==> src/rtl/sb_pkg.sv <==
// Shared definitions for the bulls-and-cows judge and its LCD stage.
package sb_pkg;

  localparam int NUM_DIGITS = 3;
  localparam int DIGIT_W    = 4;
  localparam int DIGIT_MAX  = 9;
  localparam int CNT_W      = 3;

  typedef enum logic [2:0] {
    IDLE    = 3'd0,
    COLLECT = 3'd1,
    JUDGE   = 3'd2,
    WIN_ST  = 3'd3,
    LOSE_ST = 3'd4
  } state_t;

  // A secret is usable only with three BCD digits that are all different.
  function automatic logic secret_ok(input logic [NUM_DIGITS*DIGIT_W-1:0] sec);
    logic [DIGIT_W-1:0] d0;
    logic [DIGIT_W-1:0] d1;
    logic [DIGIT_W-1:0] d2;
    d0 = sec[11:8];
    d1 = sec[7:4];
    d2 = sec[3:0];
    return (d0 <= 4'(DIGIT_MAX)) && (d1 <= 4'(DIGIT_MAX)) && (d2 <= 4'(DIGIT_MAX)) &&
           (d0 != d1) && (d0 != d2) && (d1 != d2);
  endfunction

endpackage

==> src/rtl/sb_digit_cmp.sv <==
// Classifies one guess digit against the secret: strike, ball or nothing.
module sb_digit_cmp
  import sb_pkg::*;
(
  input  logic [DIGIT_W-1:0]            digit,
  input  logic [1:0]                    pos,
  input  logic [NUM_DIGITS*DIGIT_W-1:0] secret,
  output logic                          strike,
  output logic                          ball
);

  logic [NUM_DIGITS-1:0] match_s;
  logic [NUM_DIGITS-1:0] pos_oh_s;

  // Match the digit against every secret position and split by position.
  always_comb begin
    match_s = '0;
    for (int i = 0; i < NUM_DIGITS; i++) begin
      match_s[i] = (secret[(NUM_DIGITS-1-i)*DIGIT_W +: DIGIT_W] == digit);
    end
    case (pos)
      2'd0:    pos_oh_s = 3'b001;
      2'd1:    pos_oh_s = 3'b010;
      2'd2:    pos_oh_s = 3'b100;
      default: pos_oh_s = 3'b000;
    endcase
    strike = |(match_s & pos_oh_s);
    ball   = |(match_s & ~pos_oh_s);
  end

endmodule

==> src/rtl/sb_judge.sv <==
// Game controller: collects a three-digit guess and judges it over three cycles.
module sb_judge
  import sb_pkg::*;
#(
  parameter int MAX_TRY = 9
)
(
  input  logic                          CLK,
  input  logic                          RESETN,
  input  logic                          SECRET_LOAD,
  input  logic [NUM_DIGITS*DIGIT_W-1:0] SECRET,
  input  logic                          KEY_VALID,
  input  logic [DIGIT_W-1:0]            KEY_DIGIT,
  input  logic                          KEY_CLEAR,
  output logic [CNT_W-1:0]              S,
  output logic [CNT_W-1:0]              B,
  output logic                          RESULT_VALID,
  output logic [3:0]                    TRY_CNT,
  output logic                          WIN,
  output logic                          LOSE,
  output logic                          BUSY
);

  state_t                        state_r;
  logic [NUM_DIGITS*DIGIT_W-1:0] secret_r;
  logic [NUM_DIGITS*DIGIT_W-1:0] guess_r;
  logic [1:0]                    guess_cnt_r;
  logic [1:0]                    jcnt_r;
  logic [1:0]                    s_acc_r;
  logic [1:0]                    b_acc_r;

  logic                          secret_ok_s;
  logic                          dup_s;
  logic                          key_ok_s;
  logic [DIGIT_W-1:0]            cur_digit_s;
  logic                          strike_s;
  logic                          ball_s;
  logic [1:0]                    s_tot_s;
  logic [1:0]                    b_tot_s;
  logic [3:0]                    try_next_s;

  assign secret_ok_s = secret_ok(SECRET);
  assign key_ok_s    = (KEY_DIGIT <= 4'(DIGIT_MAX)) && !dup_s;
  assign s_tot_s     = s_acc_r + {1'b0, strike_s};
  assign b_tot_s     = b_acc_r + {1'b0, ball_s};
  assign try_next_s  = TRY_CNT + 4'd1;

  // Flag a key digit that repeats one already held in the partial guess.
  always_comb begin
    dup_s = 1'b0;
    for (int i = 0; i < NUM_DIGITS; i++) begin
      dup_s = dup_s | ((2'(i) < guess_cnt_r) &&
                       (guess_r[(NUM_DIGITS-1-i)*DIGIT_W +: DIGIT_W] == KEY_DIGIT));
    end
  end

  // Select the guess digit compared in the current judge cycle.
  always_comb begin
    case (jcnt_r)
      2'd0:    cur_digit_s = guess_r[11:8];
      2'd1:    cur_digit_s = guess_r[7:4];
      2'd2:    cur_digit_s = guess_r[3:0];
      default: cur_digit_s = 4'd0;
    endcase
  end

  sb_digit_cmp u_cmp (
    .digit  (cur_digit_s),
    .pos    (jcnt_r),
    .secret (secret_r),
    .strike (strike_s),
    .ball   (ball_s)
  );

  // Game FSM with all outputs registered; a valid secret load overrides everything.
  always_ff @(posedge CLK or negedge RESETN) begin
    if (!RESETN) begin
      state_r      <= IDLE;
      secret_r     <= '0;
      guess_r      <= '0;
      guess_cnt_r  <= 2'd0;
      jcnt_r       <= 2'd0;
      s_acc_r      <= 2'd0;
      b_acc_r      <= 2'd0;
      S            <= '0;
      B            <= '0;
      RESULT_VALID <= 1'b0;
      TRY_CNT      <= 4'd0;
      WIN          <= 1'b0;
      LOSE         <= 1'b0;
      BUSY         <= 1'b0;
    end else begin
      RESULT_VALID <= 1'b0;
      if (SECRET_LOAD && secret_ok_s) begin
        state_r     <= COLLECT;
        secret_r    <= SECRET;
        guess_r     <= '0;
        guess_cnt_r <= 2'd0;
        jcnt_r      <= 2'd0;
        s_acc_r     <= 2'd0;
        b_acc_r     <= 2'd0;
        S           <= '0;
        B           <= '0;
        TRY_CNT     <= 4'd0;
        WIN         <= 1'b0;
        LOSE        <= 1'b0;
        BUSY        <= 1'b0;
      end else begin
        case (state_r)
          COLLECT: begin
            if (KEY_CLEAR) begin
              guess_r     <= '0;
              guess_cnt_r <= 2'd0;
            end else if (KEY_VALID && key_ok_s) begin
              case (guess_cnt_r)
                2'd0:    guess_r[11:8] <= KEY_DIGIT;
                2'd1:    guess_r[7:4]  <= KEY_DIGIT;
                default: guess_r[3:0]  <= KEY_DIGIT;
              endcase
              if (guess_cnt_r == 2'd2) begin
                state_r <= JUDGE;
                BUSY    <= 1'b1;
                jcnt_r  <= 2'd0;
                s_acc_r <= 2'd0;
                b_acc_r <= 2'd0;
              end else begin
                guess_cnt_r <= guess_cnt_r + 2'd1;
              end
            end
          end
          JUDGE: begin
            if (jcnt_r == 2'd2) begin
              S            <= {{(CNT_W-2){1'b0}}, s_tot_s};
              B            <= {{(CNT_W-2){1'b0}}, b_tot_s};
              RESULT_VALID <= 1'b1;
              TRY_CNT      <= try_next_s;
              BUSY         <= 1'b0;
              guess_r      <= '0;
              guess_cnt_r  <= 2'd0;
              jcnt_r       <= 2'd0;
              if (s_tot_s == 2'd3) begin
                state_r <= WIN_ST;
                WIN     <= 1'b1;
              end else if (try_next_s == 4'(MAX_TRY)) begin
                state_r <= LOSE_ST;
                LOSE    <= 1'b1;
              end else begin
                state_r <= COLLECT;
              end
            end else begin
              s_acc_r <= s_tot_s;
              b_acc_r <= b_tot_s;
              jcnt_r  <= jcnt_r + 2'd1;
            end
          end
          IDLE, WIN_ST, LOSE_ST: begin
            state_r <= state_r;
          end
          default: begin
            state_r <= IDLE;
          end
        endcase
      end
    end
  end

endmodule

==> config.mk <==
export PLATFORM = sky130hd
export DESIGN_NAME = sb_judge
export DESIGN_NICKNAME = d
export VERILOG_FILES = /design/src/rtl/sb_pkg.sv /design/src/rtl/sb_digit_cmp.sv /design/src/rtl/sb_judge.sv
export SDC_FILE = /design/constraint.sdc
export NUM_CORES = 1
export LEC_CHECK = 0
export CORE_MARGIN = 5
export CORE_UTILIZATION = 60
export DETAILED_ROUTE_END_ITERATION = 7
export GPL_ROUTABILITY_DRIVEN = 0
export HOLD_SLACK_MARGIN = 0.06
export MAX_ROUTING_LAYER = met4
export PLACE_DENSITY = 0.85
export REMOVE_ABC_BUFFERS = 1
export SLEW_MARGIN = 0
export SYNTH_ARGS = -nofsm -noshare
export SYNTH_HDL_FRONTEND = slang
export SYNTH_SLANG_ARGS = --single-unit
==> constraint.sdc <==
create_clock -name CLK -period 4.86 [get_ports CLK]
set_input_delay 0.972 -clock CLK [delete_from_list [all_inputs] [get_ports CLK]]
set_output_delay 0.972 -clock CLK [all_outputs]
set_load 0.01 [all_outputs]
### Word level (Yosys, flattened, before mapping)

Index checks and enable logic that the tools add are counted.

| storage, ports and cells | value |
|---|---|
| word-level logic and storage cells | 162 |
| bits of input ports | 21 |
| flip-flop bits (word level) | 49 |
| output and inout port bits | 14 |

| cells by class | value |
|---|---|
| bitwise gates (word level) | 5 |
| multiplexer cells | 63 |
| add/sub/neg operators | 5 |
| equality and inequality tests | 31 |
| order comparisons | 7 |
| reduce and logical (&&, ||, !) cells | 35 |

Operators with widths:

| operator | count |
|---|---|
| $mux 12 | 4 |
| $mux 3 | 13 |
| $mux 2 | 14 |
| $eq 4x4->1 | 6 |
| $mux 4 | 6 |
| $pmux 12 s2 | 1 |
| $reduce_and 4->1 | 6 |
| $pmux 3 s3 | 2 |
| $mux 1 | 17 |
| $le 4x4->1 const B | 4 |
| $pmux 2 s2 | 4 |
| $ne 3x3->1 const B | 5 |
| $reduce_and 5->1 | 3 |
| $ne 4x4->1 | 3 |
| $ne 4x4->1 const B | 3 |
| $pmux 4 s3 | 1 |
| $logic_and 1x1->1 | 11 |
| $reduce_or 3->1 | 3 |
| $ne 4x3->1 const B | 2 |
| $reduce_bool 2->1 | 4 |
| $and 3x3->3 | 2 |
| $eq 2x2->1 const B | 3 |
| $eq 3x2->1 const B | 2 |
| $add 2x1->2 | 2 |
| other kinds (19) | 25 |

### Depth between registers and ports, before layout

Gate-level depths: netlist of run 1.

| depth | value |
|---|---|
| word-level depth | 11 |
| gate-level depth with buffers | 15 |
| gate-level depth less buffers | 13 |

### Hierarchy

Synthesis of run 1 repeated with hierarchy kept, for this count alone.

| second synthesis, totals | value |
|---|---|
| cell total of the unflattened synthesis | 277 |
| area total of the unflattened synthesis | 2870.3 µm² |

By module, submodules not included:

| module | seq. area each (µm²) | times used | cells each | area an instance (µm²) |
|---|---|---|---|---|
| sb_judge | 1176.1 | 1 | 254 | 2672.6 |
| sb_digit_cmp | 0.0 | 1 | 23 | 197.7 |

### Worst setup path after synthesis of run 1

OpenSTA, ideal clock, no wires.

| timing path | value |
|---|---|
| path type | register to register |
| start | register jcnt_r[1] |
| end | register state_r[2] |
| data arrival time | 2.832 ns |
| library setup time | 0.072 ns |
| cell stages (with the launch flop) | 16 |
| data required time | 4.788 ns |
| period minus slack after synthesis | 2.904 ns |
| path slack | 1.956 ns |
| path buffers | 2 |
| cells stage by stage | dfrtp_1 buf_2 buf_2 mux2i_1 o21ai_0 xnor2_1 nand4_1 mux2_2 o22ai_1 ha_1 xor2_1 and2_1 nor3_1 and3_1 a21oi_1 nor2_1 |

| on the way | value |
|---|---|
| word-level cells in the longest chain between the ends | 11 |
| elaborated cells between the ends (all ways) | 18 |
| classes of those cells | add/sub (1); eq/ne (7); mux (6); bitwise (1); reduce/logical (3) |

RTL lines:

| item | line | text |
|---|---|---|
| start: declaration | sb_judge.sv:28 | `logic [1:0] jcnt_r;` |
| start signal: assignment | sb_judge.sv:153 | `jcnt_r <= jcnt_r + 2'd1;` |
| $eq 2x2->1 (tied with other cells) | sb_digit_cmp.sv:21, sb_judge.sv:59, sb_judge.sv:132 |  |
| $pmux 4 s3 | sb_judge.sv:59 | `case (jcnt_r)` |
| $eq 4x4->1 | sb_digit_cmp.sv:19 | `match_s[i] = (secret[(NUM_DIGITS-1-i)*DIGIT_W +: DIGIT_W] == digit);` |
| $and 3x3->3 | sb_digit_cmp.sv:27 | `strike = \|(match_s & pos_oh_s);` |
| $reduce_or 3->1 | sb_digit_cmp.sv:27 |  |
| $add 2x1->2 | sb_judge.sv:44 | `assign s_tot_s = s_acc_r + {1'b0, strike_s};` |
| $eq 2x2->1 | sb_judge.sv:141 | `if (s_tot_s == 2'd3) begin` |
| $mux 3 | sb_judge.sv:141 |  |
| $mux 3 | sb_judge.sv:132 | `if (jcnt_r == 2'd2) begin` |
| $pmux 3 s3 | sb_judge.sv:109 | `case (state_r)` |
| $mux 3 | sb_judge.sv:94 | `if (SECRET_LOAD && secret_ok_s) begin` |
| end signal: assignment | sb_judge.sv:157 | `state_r <= state_r;` |
| end: declaration | sb_judge.sv:24 | `state_t state_r;` |

Parallel ways exist; a longest one is shown, timed or not. The select of a mux whose other input is x is not followed.
A chain may end at the register's enable or synchronous reset.

### Worst setup path after layout of run 1

Same ends and word-level chain as after synthesis.

==> results of run 1 <==
==> layer usage <==
metal  up-vias  track usage  routed length [um]
met1      1005        0.266                2650
met5         -            -                   0
met4         0       0.0787                  74
li1       1049            -                   -
met2        56        0.314                2770
met3         9       0.0413                 273
==> cell families (layout without fill, tap and decap cells) <==
logic type,after synthesis,after routing,synth area share
AND/OR/NAND/NOR,90,90,0.181
AO/OA/AOI/OAI,53,53,0.113
flip-flops,47,47,0.416
XOR/XNOR,41,41,0.127
multiplexers,25,25,0.0996
buffers and inverters,16,48,0.0270
adder cells (fa/ha/maj),8,8,0.0354
other,1,2,0.00133
==> registers in the layout (all words and copies together), names as in the netlist, 3 cells and up <==
| register | cells |
|---|---|
| state_r | 3 |
| secret_r | 12 |
| TRY_CNT | 4 |
| guess_r | 12 |
==> layout make-up <==
class | count | share of cell area
multi-input combinational | 219 | 0.479
inverter | 6 | 0.00684
tap | 54 | 0.0205
clock buffer | 6 | 0.0251
timing repair buffer | 34 | 0.100
clock inverter | 2 | 0.0106
sequential | 47 | 0.357
==> per-stage QoR <==
stage | cells | setup WS [ps] | total power (W) | hold slack, ps
floorplan | 272 | 1280 | 0.00125 | 464
global placement | 360 | 1330 | 0.00145 | 479
detailed placement | 360 | 1290 | 0.00149 | 487
CTS | 368 | 1440 | 0.00180 | 508
global route | 368 | 1120 | 0.00192 | 532
finish | 368 | 1440 | 0.00179 | 509
==> layout by cell type, fill, tap and decap left out, drive strengths merged, types with 2 or more instances in the layout <==
cell | netlist | layout
dfrtp | 47 | 47
clkdlybuf4s50 | 0 | 31
nor2 | 24 | 24
xnor2 | 21 | 21
nand2 | 21 | 21
xor2 | 20 | 20
o21ai | 20 | 20
mux2 | 19 | 19
a21oi | 14 | 14
nor3 | 10 | 10
ha | 8 | 8
nand2b | 7 | 7
inv | 6 | 6
mux2i | 6 | 6
clkbuf | 2 | 6
nor4 | 6 | 6
o31ai | 5 | 5
nand3b | 4 | 4
nand4 | 4 | 4
and2 | 3 | 3
nand3 | 3 | 3
buf | 8 | 3
o22ai | 2 | 2
a21o | 2 | 2
a32o | 2 | 2
conb | 1 | 2
nor3b | 2 | 2
==> power breakdown <==
group          leakage, nW  switching (W)  internal, W
Sequential           0.608       0.000144     0.000524
Combinational        0.717       0.000413     0.000407
Clock               0.0612       0.000133     0.000167
Total                 1.39       0.000690      0.00110
==> final timing paths <==
path / endpoint / slack, ps
max in group asynchronous: TRY_CNT[3]$_DFFE_PN0P_ / 3350
max: state_r[2]$_DFFE_PN0P_ / 1440
min reg2reg: LOSE$_DFFE_PN0P_ / 510
max reg2reg: state_r[2]$_DFFE_PN0P_ / 1440
min in group asynchronous: secret_r[7]$_DFFE_PN0N_ / 860
min: LOSE$_DFFE_PN0P_ / 510
==> worst max-delay path: stages (launching register included) <==
cell and delay (ps):
dfrtp_1 650, mux2i_1 130, o21ai_0 500, xnor2_1 200, nand4_1 150, mux2_2 300, o22ai_1 130, ha_1 230
xor2_1 100, and2_1 190, nor3_1 380, and3_1 220, a21oi_1 40, nor2_1 110
==> flow_summary.yaml, run 1 <==
sta:
  tightest_slew_ps: 1060
  timing.final.crit_share: 0.703
  hold_viol: 0
  rsz0062_at_grt: "false"
  max_freq_mhz: 293
  fin_tns_setup_ps: 0
  drv_slew: 0
  maxSlewHeadroom: 0.295
  timing.final.crit_period_ps: 3420
  setup_viol: 0
  skew_ps: 11.3
grt:
  grt_pass1_wl_mm: 9.72
  antenna_found_initial: 0
  grt_max_degree: 48
  globalRoute.totalOverflow: 0
  grt_pass1_vias: 2102
  grt_usage: 0.204
layout:
  drive_gt1_frac: 0.127
  layout.nets: 342
  area_delta_synth_final_pct: 16.5
  register_area_um2: 1180
  post-route-util: 0.706
  final_area_um2: 3290
  insertedDiodeCount: 0
  fillers: 362
  multi_input_area_um2: 1580
setup_path:
  critPathLaunch: "jcnt_r[1]$_DFFE_PN0P_"
  crit-reg2reg-launch: "jcnt_r[1]$_DFFE_PN0P_"
  worst_ep_required_time_ps: 5080
  startpoint_type: "register"
  critPathMaxFanout: 14
  cp_data_arrival_time_ps: 3640
  crit_path_end_kind: "register"
  ff2ff_path_depth: 13
  crit_type: "reg -> reg"
yosys:
  yosys-top-cells-area: "dfrtp_1 (42%), mux2_2 (6.8%), xnor2_1 (6.5%), xor2_1 (6.2%), ha_1 (3.5%)"
  synth_area_per_cell_um2: 10.1
  synth_area_um2: 2830
  synth-seq-cells: 47
  synth-edff-count: 0
  synthArstFlopShare: 1.00
  synth.distinct_cells: 49
  synth_top_area_cell: "dfrtp_1"
  ys.flop_type: "dfrtp_1"
  synth.top_cells.by_count: "dfrtp_1 (47), nor2_1 (24), nand2_1 (21), xnor2_1 (21), xor2_1 (20)"
  yosysSeqAreaShare: 0.416
  synthCells: 281
  synthDominantCellAreaShare: 0.416
  yosys_warnings: 0
  yosysMostFrequentCell: "dfrtp_1"
flow_run:
  max-cap-violations: 0
placement:
  place_area_um2: 3170
  post-dp-hpwl_mm: 4.32
  portBuffers: 32
floorplan:
  coreArea_um2: 4660
  start_util: 0.606
  die_h_um: 78.6
  io_pins: 35
  die_area_um2: 6180
  num_rows: 25
  die_x_um: 78.6
clock_network:
  cts.repair.resized: 0
  post_cts_buffers: 0
  cts_tree: "done"
  clk_latency_ps: 300
  cts_made_buffers: 5
  clk_pin_slew_ps: 90
  clock-root-buffer: "clkbuf_8"
  cts_buffer_depth: 2
  h-tree-depth: 2
  cts.sink_count: 47
  cts_hold_buf: 0
route:
  vias: 2119
  drc: 0
  drt_first_iter_violations: 131
  ant_nets: 0
  wl_per_cell_um: 15.7
  viasPerCell: 5.76
  drt_wl_total_mm: 5.77
  first_pass_iters: 4
worst_hold_path:
  hp-class: "reg -> reg"
  worstHoldPathCells: 2
  min_from: "LOSE$_DFFE_PN0P_"
status:
  status: "finished clean"
power:
  ir_worst_vdd_v: 0.000334
  p_leak_nw: 1.39
  power_density_nw_per_um2: 543
No activity file was read; power rests on OpenSTA's default activity.
==> inputs of run 2 (changes only) <==
--- a/config.mk
+++ b/config.mk
@@ -6,12 +6,12 @@
 export NUM_CORES = 1
 export LEC_CHECK = 0
 export CORE_MARGIN = 5
-export CORE_UTILIZATION = 60
+export CORE_UTILIZATION = 56
 export DETAILED_ROUTE_END_ITERATION = 7
 export GPL_ROUTABILITY_DRIVEN = 0
 export HOLD_SLACK_MARGIN = 0.06
 export MAX_ROUTING_LAYER = met4
-export PLACE_DENSITY = 0.85
+export PLACE_DENSITY = 0.8
 export REMOVE_ABC_BUFFERS = 1
 export SLEW_MARGIN = 0
 export SYNTH_ARGS = -nofsm -noshare
==> constraint.sdc (replaced) <==
create_clock -name CLK -period 3.45 [get_ports CLK]
set_input_delay 0.69 -clock CLK [delete_from_list [all_inputs] [get_ports CLK]]
set_output_delay 0.69 -clock CLK [all_outputs]
set_load 0.01 [all_outputs]
==> run 2 against run 1 <==
  * Clock power rose by 21%
  * Final cell count rose by 4.1%
  * Fmax rose by 9.1%
  * Combinational power rose by 41%
  * Sequential share of layout area fell by 0.16 points
  * Non-clock buffer count rose by 2
  * Power rose by 38%
  * Sequential power rose by 41%
  * Clock skew barely moved
  * Highest routed layer unchanged
==> flow_summary.yaml, run 2 (synthesis results as in run 1) <==
placement:
  portBuffers: 32
  place_area_um2: 3210
  post-dp-hpwl_mm: 4.35
route:
  wl_met1_mm: 2.55
  vias: 2174
  met2_length_mm: 2.84
  drc: 0
  routed-wl-met3_um: 347
  wl_per_cell_um: 15.1
  first_pass_iters: 4
  viasPerCell: 5.68
  highest_layer: "met4"
  drt_first_iter_violations: 177
  drt_wl_total_mm: 5.79
  ant_nets: 0
sta:
  setup_viol: 0
  timing.final.crit_share: 0.908
  drv_slew: 0
  hold_viol: 0
  skew_ps: 11.4
  whs_ps: 512
  timing.final.crit_period_ps: 3130
  rsz0062_at_grt: "false"
  maxSlewHeadroom: 0.313
  fin_tns_setup_ps: 0
  max_freq_mhz: 319
  tightest_slew_ps: 1030
layout:
  top_regs: "guess_r: 12 flops, secret_r: 12 flops, TRY_CNT: 4 flops"
  layout.nets: 344
  insertedDiodeCount: 0
  drive_gt1_frac: 0.136
  final_area_um2: 3310
  mostFrequentLayoutCell: "dfrtp_1"
  area_delta_synth_final_pct: 17.1
  mostFrequentLayoutCells: "dfrtp_1 (46), clkdlybuf4s50_1 (31), nor2_1 (24)"
worst_hold_path:
  hp-class: "reg -> reg"
grt:
  antenna_found_initial: 0
  grt_usage: 0.203
  grt_pass1_vias: 2103
  grt_max_degree: 48
  grt_pass1_wl_mm: 9.99
  globalRoute.totalOverflow: 0
power:
  power_density_nw_per_um2: 746
  p_leak_nw: 1.38
  power_w: 0.00247
  ir_worst_vdd_v: 0.000383
clock_network:
  clk_pin_slew_ps: 90
  post_cts_buffers: 0
  cts_made_buffers: 5
  cts.sink_count: 47
  cts_tree: "done"
  clock-root-buffer: "clkbuf_8"
  clk_latency_ps: 300
  cts.repair.resized: 0
  cts_hold_buf: 0
  cts_buffer_depth: 2
  h-tree-depth: 2
floorplan:
  coreArea_um2: 4820
  die_x_um: 81.0
  die_h_um: 81.0
  die_area_um2: 6570
  num_rows: 25
  start_util: 0.587
  io_pins: 35
setup_path:
  cp_data_arrival_time_ps: 3370
  worst_path_max_delay_cell: "dfrtp_2"
  cp_cell_sequence: "mux2i_1 -> o21ai_0 -> xnor2_1 -> nand4_1 -> mux2_2 -> o22ai_1 -> ha_1 -> xor2_1 -> and2_1 -> nor3_1 -> and3_1 -> a21oi_1 -> nor2_1"
  slowest_delay_ps: 510
  crit_type: "reg -> reg"
  worst_ep_required_time_ps: 3690
  critPathMaxFanout: 12
  crit_path_end_kind: "register"
  startpoint_type: "register"
flow_run:
  max-cap-violations: 0
status:
  status: "finished clean"
==> run 2: cell types whose count changed in the layout (fill, tap and decap cells not counted), sizes merged <==
cell,delta
clkinvlp,+1
clkinv,-1
clkbuf,+1
bufinv,-1
buf,+2
==> run 2: stage by stage <==
stage,utilization,std cells,setup WS [ps]
after CTS,0.687,383,228
after floorplan,-,272,150
final,0.687,383,317
after global placement,0.665,375,258
after global routing,0.687,383,121
after detailed placement,0.665,375,254
==> run 2: worst paths after layout <==
check / end / slack, ps / from / depth (start not counted)
max: state_r[2]$_DFFE_PN0P_ / 320 / jcnt_r[1]$_DFFE_PN0P_ / 13
max in group asynchronous: jcnt_r[1]$_DFFE_PN0P_ / 2180 / RESETN / 1
min reg2reg: b_acc_r[0]$_DFFE_PN0P_ / 510 / b_acc_r[0]$_DFFE_PN0P_ / 1
min: b_acc_r[0]$_DFFE_PN0P_ / 510 / b_acc_r[0]$_DFFE_PN0P_ / 1
min in group asynchronous: guess_cnt_r[0]$_DFFE_PN0P_ / 560 / RESETN / 1
max reg2reg: state_r[2]$_DFFE_PN0P_ / 320 / jcnt_r[1]$_DFFE_PN0P_ / 13
==> run 2: layout make-up <==
cell class / count / area [um2]
clock buffers: 7 / 96.3
clock inverters: 1 / 7.51
fillers: 413 / 1510
inverters: 6 / 22.5
multi-input cells: 219 / 1580
flip-flops and latches: 47 / 1180
well taps: 67 / 83.8
repair buffers: 36 / 345
==> run 2: metal layers <==
metal / track usage / up-vias
met4: 0.0574 / 0
met1: 0.266 / 1049
met2: 0.323 / 73
met3: 0.0399 / 4
li1: - / 1048
met5: - / -
==> run 2: where the power goes <==
part           total [W]  switching (W)  internal (W)
clock network   0.000363       0.000181      0.000182
logic            0.00116       0.000580      0.000583
registers       0.000943       0.000203      0.000740
total            0.00247       0.000964       0.00151
==> run 2: critical path, delay by kind of cell (launching register included) <==
family	cells	cell delay, ps
AND/OR/NAND/NOR	5	1010
AO/OA/AOI/OAI	3	600
flip-flops	1	510
multiplexers	2	450
XOR/XNOR	2	280
adder cells (fa/ha/maj)	1	240
==> inputs of run 3 (changes only) <==
--- a/config.mk
+++ b/config.mk
@@ -8,10 +8,10 @@
 export CORE_MARGIN = 5
 export CORE_UTILIZATION = 56
 export DETAILED_ROUTE_END_ITERATION = 7
-export GPL_ROUTABILITY_DRIVEN = 0
+export GPL_ROUTABILITY_DRIVEN = 1
 export HOLD_SLACK_MARGIN = 0.06
 export MAX_ROUTING_LAYER = met4
-export PLACE_DENSITY = 0.8
+export PLACE_DENSITY = 0.79
 export REMOVE_ABC_BUFFERS = 1
 export SLEW_MARGIN = 0
 export SYNTH_ARGS = -nofsm -noshare
==> run 3 against run 2 <==
  * Sequential power grew 1%
  * Global-route usage is essentially flat
  * Count of clock-buffer cells in the layout shrank 1
  * Die area is the same
  * Final cell count shrank 0.52%
  * Setup slack gained 7.0 ps
  * Power shrank 1.0%
==> flow_summary.yaml, run 3 (synthesis results as in run 1) <==
route:
  vias: 2156
  drt_wl_total_mm: 5.80
  drt_first_iter_violations: 101
  wl_per_cell_um: 15.2
  viasPerCell: 5.66
  ant_nets: 0
  drc: 0
  first_pass_iters: 4
clock_network:
  cts_hold_buf: 0
  clk_latency_ps: 300
  clk_pin_slew_ps: 80
  cts_buffer_depth: 2
  h-tree-depth: 2
  cts_tree: "done"
  cts.sink_count: 47
  cts_made_buffers: 5
  cts.repair.resized: 0
  post_cts_buffers: 0
  clock-root-buffer: "clkbuf_8"
setup_path:
  ff2ff_path_depth: 13
  worst_ep_required_time_ps: 3690
  crit_path_end_kind: "register"
  startpoint_type: "register"
  critPathMaxFanout: 14
  crit_type: "reg -> reg"
  cp_data_arrival_time_ps: 3370
power:
  ir_worst_vdd_v: 0.000473
  switchingPower_w: 0.000967
  intPower_w: 0.00148
  power_density_nw_per_um2: 743
  p_leak_nw: 1.38
  sw_frac_of_total: 0.396
  p_seq_frac: 0.389
  p_clk_frac: 0.137
  comb_power_share: 0.474
layout:
  top_regs: "guess_r: 12 flops, secret_r: 12 flops, TRY_CNT: 4 flops"
  insertedDiodeCount: 0
  area_delta_synth_final_pct: 16.3
  drive_gt1_frac: 0.131
  mostFrequentLayoutCell: "dfrtp_1"
  layout.cells.non_filler: 381
  multi_input_area_um2: 1580
  fillers: 413
  mostFrequentLayoutCells: "dfrtp_1 (46), clkdlybuf4s50_1 (31), nor2_1 (24)"
  register_area_um2: 1180
  layout.nets: 343
sta:
  tightest_slew_ps: 1030
  setup_viol: 0
  timing.final.crit_share: 0.906
  fin_tns_setup_ps: 0
  rsz0062_at_grt: "false"
  timing.final.crit_period_ps: 3130
  hold_viol: 0
  maxSlewHeadroom: 0.313
  drv_slew: 0
  skew_ps: 10.4
  max_freq_mhz: 320
grt:
  antenna_found_initial: 0
  globalRoute.totalOverflow: 0
  grt_pass1_vias: 2089
  grt_usage: 0.203
  grt_max_degree: 48
  grt_pass1_wl_mm: 9.96
flow_run:
  max-cap-violations: 0
floorplan:
  io_pins: 35
  die_h_um: 81.0
  start_util: 0.587
  die_area_um2: 6570
  die_x_um: 81.0
  num_rows: 25
  coreArea_um2: 4820
placement:
  post-dp-hpwl_mm: 4.33
  portBuffers: 32
  dp.cells: 374
  gp_congestion: 0.984
status:
  status: "finished clean"
worst_hold_path:
  hp-class: "reg -> reg"
  worstHoldPathCells: 2
-- run 3: cell types whose count changed in the layout (fill, tap and decap cells not counted) --
| cell | previous run | this run |
|---|---|---|
| clkbuf_8 | 7 | 6 |
| clkinv_2 | 0 | 1 |
| o21ai_1 | 5 | 4 |
| o21ai_0 | 15 | 16 |
| clkinvlp_4 | 1 | 0 |
| buf_4 | 4 | 3 |
-- run 3: worst max-delay path, stage by stage, from the launching register on --
cell	delay, ps
dfrtp_2	520
mux2i_1	150
o21ai_0	440
xnor2_1	200
nand4_1	150
mux2_2	290
o22ai_1	130
ha_1	230
xor2_1	90
and2_1	190
nor3_1	310
and3_1	230
a21oi_1	50
nor2_1	90
-- run 3: worst paths after layout --
| kind | startpoint | end | slack (ps) |
|---|---|---|---|
| worst max register to register | jcnt_r[1]$_DFFE_PN0P_ | state_r[2]$_DFFE_PN0P_ | 320 |
| min in group asynchronous | RESETN | guess_r[1]$_DFFE_PN0P_ | 550 |
| worst min-delay path | LOSE$_DFFE_PN0P_ | LOSE$_DFFE_PN0P_ | 510 |
| worst max-delay path | jcnt_r[1]$_DFFE_PN0P_ | state_r[2]$_DFFE_PN0P_ | 320 |
| worst min register to register | LOSE$_DFFE_PN0P_ | LOSE$_DFFE_PN0P_ | 510 |
| max in group asynchronous | RESETN | jcnt_r[1]$_DFFE_PN0P_ | 2180 |
-- run 3: layout make-up --
| class | count | area share |
|---|---|---|
| multi-input cells | 219 | 0.480 |
| flip-flops and latches | 47 | 0.358 |
| repair buffers | 35 | 0.103 |
| well taps | 67 | 0.0255 |
| clock buffers | 6 | 0.0251 |
| inverters | 6 | 0.00685 |
| clock inverters | 1 | 0.00152 |
-- run 3: stage by stage --
step | setup WS, ps | instance area [um2] | util | hold WS (ps) | total power [W]
2_1_floorplan | 150 | 2780 | - | 394 | 0.00175
3_3_place_gp | 264 | 3200 | 0.664 | 477 | 0.00207
3_5_place_dp | 184 | 3200 | 0.664 | 494 | 0.00210
4_1_cts | 92.9 | 3290 | 0.682 | 514 | 0.00245
5_1_grt | 3.34 | 3290 | 0.682 | 528 | 0.00264
6_report | 324 | 3290 | 0.682 | 508 | 0.00244
-- run 3: per-layer routing --
metal  vias up  global-route usage  share of wire
met4         0              0.0760          0.018
met1      1047               0.270           0.47
met2        51               0.313           0.46
met5         -                   -              0
li1       1049                   -              -
met3         9              0.0322          0.055
-- run 3: power by group through the flow --
stage / clock network [W] / logic (W) / registers (W)
after detailed placement: 0 / 0.00115 / 0.000958
final: 0.000334 / 0.00116 / 0.000952
after global routing: 0.000362 / 0.00129 / 0.000985
after global placement: 0 / 0.00112 / 0.000954
after floorplan: 0 / 0.000840 / 0.000914
after CTS: 0.000343 / 0.00116 / 0.000949
